`src/rtl/mac_pkg.sv`:
```
// mac_pkg: shared types and width helpers
// for the rgals MAC datapath.
package mac_pkg;

  typedef enum logic {
    ACC  = 1'b0,
    DONE = 1'b1
  } mac_state_e;

  function automatic int acc_w(
    input int w,
    input int n
  );
    return 2*w + $clog2(n);
  endfunction

endpackage

```
`src/rtl/mac_accum_ctrl.sv`:
```
// mac_accum_ctrl: group FSM and term counter
// steering the accumulator register.
module mac_accum_ctrl
  import mac_pkg::*;
#(
  parameter int p_nterms = 4,
  parameter int CW = $clog2(p_nterms) + 1
) (
  input  logic          clk,
  input  logic          reset,
  input  logic          req_val,
  input  logic          resp_rdy,
  output logic          req_rdy,
  output logic          resp_val,
  output logic          acc_clear,
  output logic          acc_load,
  output logic          acc_en,
  output logic [CW-1:0] count
);

  localparam logic [CW-1:0] LAST = CW'(p_nterms - 1);
  localparam logic [CW-1:0] FULL = CW'(p_nterms);

  mac_state_e    state_q, state_d;
  logic [CW-1:0] cnt_q, cnt_d;

  // State and counter registers, sync active-low reset
  always_ff @(posedge clk) begin
    if (!reset) begin
      state_q <= ACC;
      cnt_q   <= '0;
    end else begin
      state_q <= state_d;
      cnt_q   <= cnt_d;
    end
  end

  // Next state, handshakes and accumulator steering
  always_comb begin
    state_d   = state_q;
    cnt_d     = cnt_q;
    req_rdy   = 1'b0;
    resp_val  = 1'b0;
    acc_clear = 1'b0;
    acc_load  = 1'b0;
    acc_en    = 1'b0;
    unique case (state_q)
      ACC: begin
        req_rdy = 1'b1;
        if (req_val) begin
          acc_en = 1'b1;
          if (cnt_q == LAST) begin
            cnt_d   = '0;
            state_d = DONE;
          end else begin
            cnt_d = cnt_q + CW'(1);
          end
        end
      end
      DONE: begin
        resp_val = 1'b1;
        req_rdy  = resp_rdy;
        if (resp_rdy) begin
          if (req_val) begin
            acc_load = 1'b1;
            if (p_nterms == 1) begin
              cnt_d   = '0;
              state_d = DONE;
            end else begin
              cnt_d   = CW'(1);
              state_d = ACC;
            end
          end else begin
            acc_clear = 1'b1;
            cnt_d     = '0;
            state_d   = ACC;
          end
        end
      end
      default: begin
        state_d = ACC;
        cnt_d   = '0;
      end
    endcase
  end

  assign count = (state_q == DONE) ? FULL : cnt_q;

endmodule

```
`src/rtl/mac_accum.sv`:
```
// mac_accum: sums p_nterms unsigned products
// per group and emits the sum on val/rdy.
module mac_accum
  import mac_pkg::*;
#(
  parameter int p_width     = 4,
  parameter int p_nterms    = 4,
  parameter int p_acc_width = acc_w(p_width, p_nterms)
) (
  input  logic                     clk,
  input  logic                     reset,
  input  logic                     req_val,
  output logic                     req_rdy,
  input  logic [2*p_width-1:0]     req_msg,
  output logic                     resp_val,
  input  logic                     resp_rdy,
  output logic [p_acc_width-1:0]   resp_msg,
  output logic [$clog2(p_nterms):0] count
);

  localparam int CW = $clog2(p_nterms) + 1;
  localparam int AW = p_acc_width;

  logic          acc_clear;
  logic          acc_load;
  logic          acc_en;
  logic [AW-1:0] prod;
  logic [AW-1:0] acc_q, acc_d;

  mac_accum_ctrl #(
    .p_nterms (p_nterms),
    .CW       (CW)
  ) u_ctrl (
    .clk       (clk),
    .reset     (reset),
    .req_val   (req_val),
    .resp_rdy  (resp_rdy),
    .req_rdy   (req_rdy),
    .resp_val  (resp_val),
    .acc_clear (acc_clear),
    .acc_load  (acc_load),
    .acc_en    (acc_en),
    .count     (count)
  );

  assign prod = AW'(req_msg);

  // Accumulator next value: clear, bypass load or add
  always_comb begin
    acc_d = acc_q;
    unique case (1'b1)
      acc_clear: acc_d = '0;
      acc_load:  acc_d = prod;
      acc_en:    acc_d = acc_q + prod;
      default:   acc_d = acc_q;
    endcase
  end

  // Accumulator register, sync active-low reset
  always_ff @(posedge clk) begin
    if (!reset) acc_q <= '0;
    else        acc_q <= acc_d;
  end

  assign resp_msg = acc_q;

endmodule

```
`config.mk`:
```
export PLATFORM = sky130hd
export DESIGN_NAME = mac_accum
export DESIGN_NICKNAME = d
export VERILOG_FILES = /design/src/rtl/mac_pkg.sv /design/src/rtl/mac_accum_ctrl.sv /design/src/rtl/mac_accum.sv
export SDC_FILE = /design/constraint.sdc
export NUM_CORES = 1
export LEC_CHECK = 0
export CORE_MARGIN = 2
export CORE_UTILIZATION = 43
export DETAILED_ROUTE_END_ITERATION = 8
export GPL_ROUTABILITY_DRIVEN = 1
export PLACE_DENSITY_LB_ADDON = 0.1
export SLEW_MARGIN = 5
export SYNTH_ARGS = -nofsm -noshare
export SYNTH_HDL_FRONTEND = slang
export SYNTH_SLANG_ARGS = --single-unit
export TNS_END_PERCENT = 1
```
`constraint.sdc`:
```
create_clock -name clk -period 2.14 [get_ports clk]
set_clock_uncertainty 0.2 [all_clocks]
set_input_delay 0.321 -clock clk [delete_from_list [all_inputs] [get_ports clk]]
set_output_delay 0.321 -clock clk [all_outputs]
set_load 0.05 [all_outputs]
```
==> results of run 1 <==
==> sequential cells by signal (all words and copies together), names as in the netlist <==
register and count:
resp_msg 10, u_ctrl.cnt_q 3, u_ctrl.state_q 1
==> power groups by stage <==
stage / sequential [mW] / combinational [mW] / clock [mW]
global route: 0.325 / 0.518 / 0.219
detailed placement: 0.325 / 0.465 / 0
floorplan: 0.400 / 0.205 / 0
finish: 0.319 / 0.479 / 0.202
CTS: 0.320 / 0.471 / 0.204
global placement: 0.324 / 0.456 / 0
==> worst min-delay path: stages (launching register included) <==
cell and delay (ns):
sky130_fd_sc_hd__dfxtp_1 0.33, sky130_fd_sc_hd__nand3_1 0.07, sky130_fd_sc_hd__a21oi_1 0.04
==> layer usage <==
metal | GRT usage [%] | up-vias | part of all wire (%) | routed length [µm]
met1 | 30.8 | 537 | 47 | 1330
met3 | 3.43 | 4 | 3.7 | 105
met5 | 0 | - | 0 | 0
met4 | 6.41 | 0 | 0.81 | 23
li1 | - | 570 | - | -
met2 | 37.1 | 28 | 49 | 1390
==> cell families (layout without fill, tap and decap cells) <==
logic type                 Yosys count  in the layout  share of synthesized area (%)
AOI/OAI and AO/OA                   49             49                           33.9
buffers and inverters                6             57                           2.96
adders and majority gates           10             10                           13.1
DFF                                 14             14                           27.6
xor gates and xnor gates             4              4                           3.45
and+or+nand+nor                     41             41                           19.1
==> repair_timing <==
action / 4_1_cts / 5_1_grt
gates resized for setup: 3 / 3
gates cloned: 0 / 0
buffers inserted: 0 / 0
endpoints found under the setup margin: 6 / 5
pin swaps: 5 / 3
==> cell type report <==
cell class / count / area (µm²) / share of cell area [%]
Sequential cell: 14 / 288 / 18.4
Inverter: 2 / 7.51 / 0.480
Timing Repair Buffer: 51 / 457 / 29.2
Multi-Input combinational cell: 104 / 739 / 47.3
Clock buffer: 4 / 36.3 / 2.32
Tap cell: 28 / 35.0 / 2.24
==> stage by stage <==
stage	TNS [ns]	instance area (µm²)
CTS	-0.156	1550
finish	-0.0414	1560
floorplan	-0.106	1040
global placement	-2.42	1510
global route	-0.327	1560
detailed placement	-2.61	1510
==> Yosys cell counts, types with 2 or more instances <==
cell type                  instances  share of area, %
sky130_fd_sc_hd__xor2_1            4               3.4
sky130_fd_sc_hd__and3_1            2               1.2
sky130_fd_sc_hd__nand2b_1          2               1.2
sky130_fd_sc_hd__o41ai_1           2               1.7
sky130_fd_sc_hd__ha_1              9                11
sky130_fd_sc_hd__nor2b_1           6               3.7
sky130_fd_sc_hd__o21bai_1          2               1.5
sky130_fd_sc_hd__a211oi_1          5               3.7
sky130_fd_sc_hd__a22o_1            3               2.6
sky130_fd_sc_hd__a32oi_1           2               1.7
sky130_fd_sc_hd__clkbuf_1          2              0.74
sky130_fd_sc_hd__a21o_1            2               1.5
sky130_fd_sc_hd__o21ai_0           6               3.0
sky130_fd_sc_hd__nand2_1          16               5.9
sky130_fd_sc_hd__nor2_1            9               3.3
sky130_fd_sc_hd__a21oi_1          11               5.4
sky130_fd_sc_hd__a22oi_1           8               5.9
sky130_fd_sc_hd__dfxtp_1          14                28
sky130_fd_sc_hd__inv_1             2              0.74
==> how the worst min path moves through the flow <==
stage	start	to	slack [ns]	cells past startpoint
floorplan	u_ctrl.cnt_q[2]	u_ctrl.cnt_q[2]	0.23	2
global placement	u_ctrl.cnt_q[2]	u_ctrl.cnt_q[2]	0.25	2
detailed placement	u_ctrl.cnt_q[2]	u_ctrl.cnt_q[2]	0.27	2
CTS	u_ctrl.cnt_q[2]	u_ctrl.cnt_q[2]	0.28	2
global route	resp_msg[2]	resp_msg[2]	0.30	2
finish	u_ctrl.cnt_q[2]	u_ctrl.cnt_q[2]	0.28	2
==> results by stage, run 1 <==
Floorplanning:
- The die extent in x is 52.6 µm.
- The die covers 0.00277 mm².
- The count of boundary I/O pins is 27.
- Measured along the y axis, the die boundary spans 52.6 µm.
- The core region is 0.00223 mm².
- For this configuration, the core starts out at a cell density of 45.5%.
- Row generation in the floorplan step produced 17 rows.

Worst setup path:
- The worst flop-to-flop path startpoint is resp_msg[0].
- In this run the critical register-to-register path is captured at resp_msg[8].
- The category of the most critical setup path is register to register.
- The largest individual stage delay along the critical path comes from the cell sky130_fd_sc_hd__or4_1.
- The total stage count of the critical path is 7.
- Among cell families on the critical path, the largest total delay comes from compound AO/OA/AOI/OAI gates.
- The arrival time reported for the critical path endpoint is 2.20 ns.
- Along the worst path, the maximum fanout reaches 2.
- The kind of launch point of the worst setup path is a register.
- In this design, the stage delay of the slowest critical-path cell is 0.40 ns.
- The number of buffers and inverters on the critical path is 0.
- The last element of the critical path is resp_msg[8].
- Counting cells, the worst reg-to-reg path comes to 7.
- Data on the critical path is required at its endpoint by 2.16 ns.
- The signal on the critical path passes through ha_4, fa_2, a211oi_2, nor2_1, or4_1, a31o_1, a21oi_2.
- The origin of the worst setup path is resp_msg[0].
- The worst setup slack for register-to-register paths is -0.04 ns.
- STA classifies the critical path endpoint as a register.

Detailed routing:
- Summing over every cut layer, the via total after detailed routing is 1139.
- The ratio of routed vias to standard cells is 5.61.
- Dividing the detail-routed wire length by the instance count gives 14.0 µm.
- The first detailed-routing pass ran for 4 iterations.
- In this run, the number of DRC markers left after iteration 0 of detailed routing was 26.
- The overall routed net length is 2850 µm.
- The post-route DRC violation count is 0.
- Once detail routing completed, the nets flagged for antenna violations numbered 0.

Power:
- The share of power burned in the clock network is 20.2%.
- IR analysis of the VDD net gives a maximum drop of 0.467 mV.
- Power comes to 1.00 mW.
- Net switching is 38.7% of the power.
- The sequential cell fraction of total power is 31.9%.
- The net switching power figure is 0.387 mW.
- For this design the static power due to leakage is 0.685 nW.
- The internal power consumption is 0.613 mW.
- Combinational logic is responsible for 47.9% of the overall power.
- For this design the ratio of total power to cell area is 640 mW/mm².

Place:
- Routability-driven placement finished with a final weighted congestion of 0.868.
- Timing analysis after detailed placement gives a worst setup slack of -0.555 ns.
- The number of placed cells counting well taps is 199.
- The HPWL after detailed placement is 2250 µm.
- The count of buffers added on input and output ports is 26.

Synthesis:
- The number of nets in the synthesized netlist is 146.
- After synthesis, the netlist uses 36 different library cells.
- In this run the mean area of a mapped cell was 8.19 µm².
- After synthesis, flip-flops and latches occupy 27.6% of the total area.
- Among all flip-flop cells after synthesis, the most frequent one is sky130_fd_sc_hd__dfxtp_1.
- Of all flip-flops after synthesis, the portion carrying an async set or reset was 0%.
- The register bit total from synthesis is 14.
- Counting every instance in the synthesized netlist gives 124.
- In this run the cell area of the synthesized design comes to 0.00102 mm².
- Yosys mapped a number of flops with a built-in enable equal to 0.
- For this run, the number of Yosys warnings is 0.

Timing:
- The count of final setup violators is 1.
- The transition time of the tightest slew-check pin is 0.501 ns.
- The number of max-slew violations in the final report was 0.
- Dividing the final minimum period by the clock period gives 102%.
- The final hold violation count is 0.
- After layout, the minimum clock period comes to 2.18 ns.
- The final critical-path setup slack is -0.0414 ns.
- The worst slew margin relative to its limit is 66.5%.
- Setup repair after global routing could not meet its margin everywhere.
- The final worst hold slack is 0.279 ns.
- For this run, the top clock speed supported by timing is 0.458 GHz.

Layout:
- The leading cell type in the layout, fill and taps excluded is sky130_fd_sc_hd__buf_4.
- The filler cells instantiated in the layout total 201.
- For this run, the post-layout net count is 198.
- In the layout the commonest cells are sky130_fd_sc_hd__buf_4 (29), sky130_fd_sc_hd__clkdlybuf4s50_1 (19), sky130_fd_sc_hd__nand2_1 (16), sky130_fd_sc_hd__a21oi_1 (10), sky130_fd_sc_hd__dfxtp_1 (10).
- The finished layout holds 203 standard cells, fillers aside.
- Relative to the synthesized area, the layout overhead comes to 53.8%.
- The final core utilization is 70.0%.
- The proportion of layout cells with a drive suffix above 1 is 27.4%.
- The diode insertion count for antenna repair is 0.

Global route:
- Global routing finished with a remaining overflow of 0.
- The number of antenna violations at the first check in global routing is 0.
- The largest net degree at the start of global routing is 13.
- The number of global-route vias before repair is 1021.
- The global-route usage over all layers is 22.8%.
- The global-route wire length before repair is 4640 µm.

Clock tree:
- The insertion delay of the later-clocked pin in the worst-skew pair is 0.29 ns.
- The number of levels in the clock H-tree is 1.
- The count of hold-fix buffers inserted at cts is 0.
- The maximum clock path buffer count is 2.
- The master cell of the clock root buffer is sky130_fd_sc_hd__clkbuf_4.
- The number of clock sinks is 14.
- TritonCTS built the clock tree.
- After clock tree synthesis, the clock-pin slew on the worst setup and hold paths is 0.10 ns.
- Counting the buffers created by CTS gives 3.

Job:
- The tool flagged a number of max-cap violations equal to 0.

Outcome:
- The checks that failed: negative setup slack.
- The run finished, with violations left.

Worst hold path:
- In this run the worst hold path is classified as register to register.
(Power assumes the default switching activity.)
==> run 2, diff against run 1 <==
--- a/config.mk
+++ b/config.mk
@@ -5,6 +5,7 @@
 export SDC_FILE = /design/constraint.sdc
 export NUM_CORES = 1
 export LEC_CHECK = 0
+export CAP_MARGIN = 10
 export CORE_MARGIN = 2
 export CORE_UTILIZATION = 43
 export DETAILED_ROUTE_END_ITERATION = 8
==> results of run 2 <==
Final layout, timing and power as in run 1 (identical DEF).
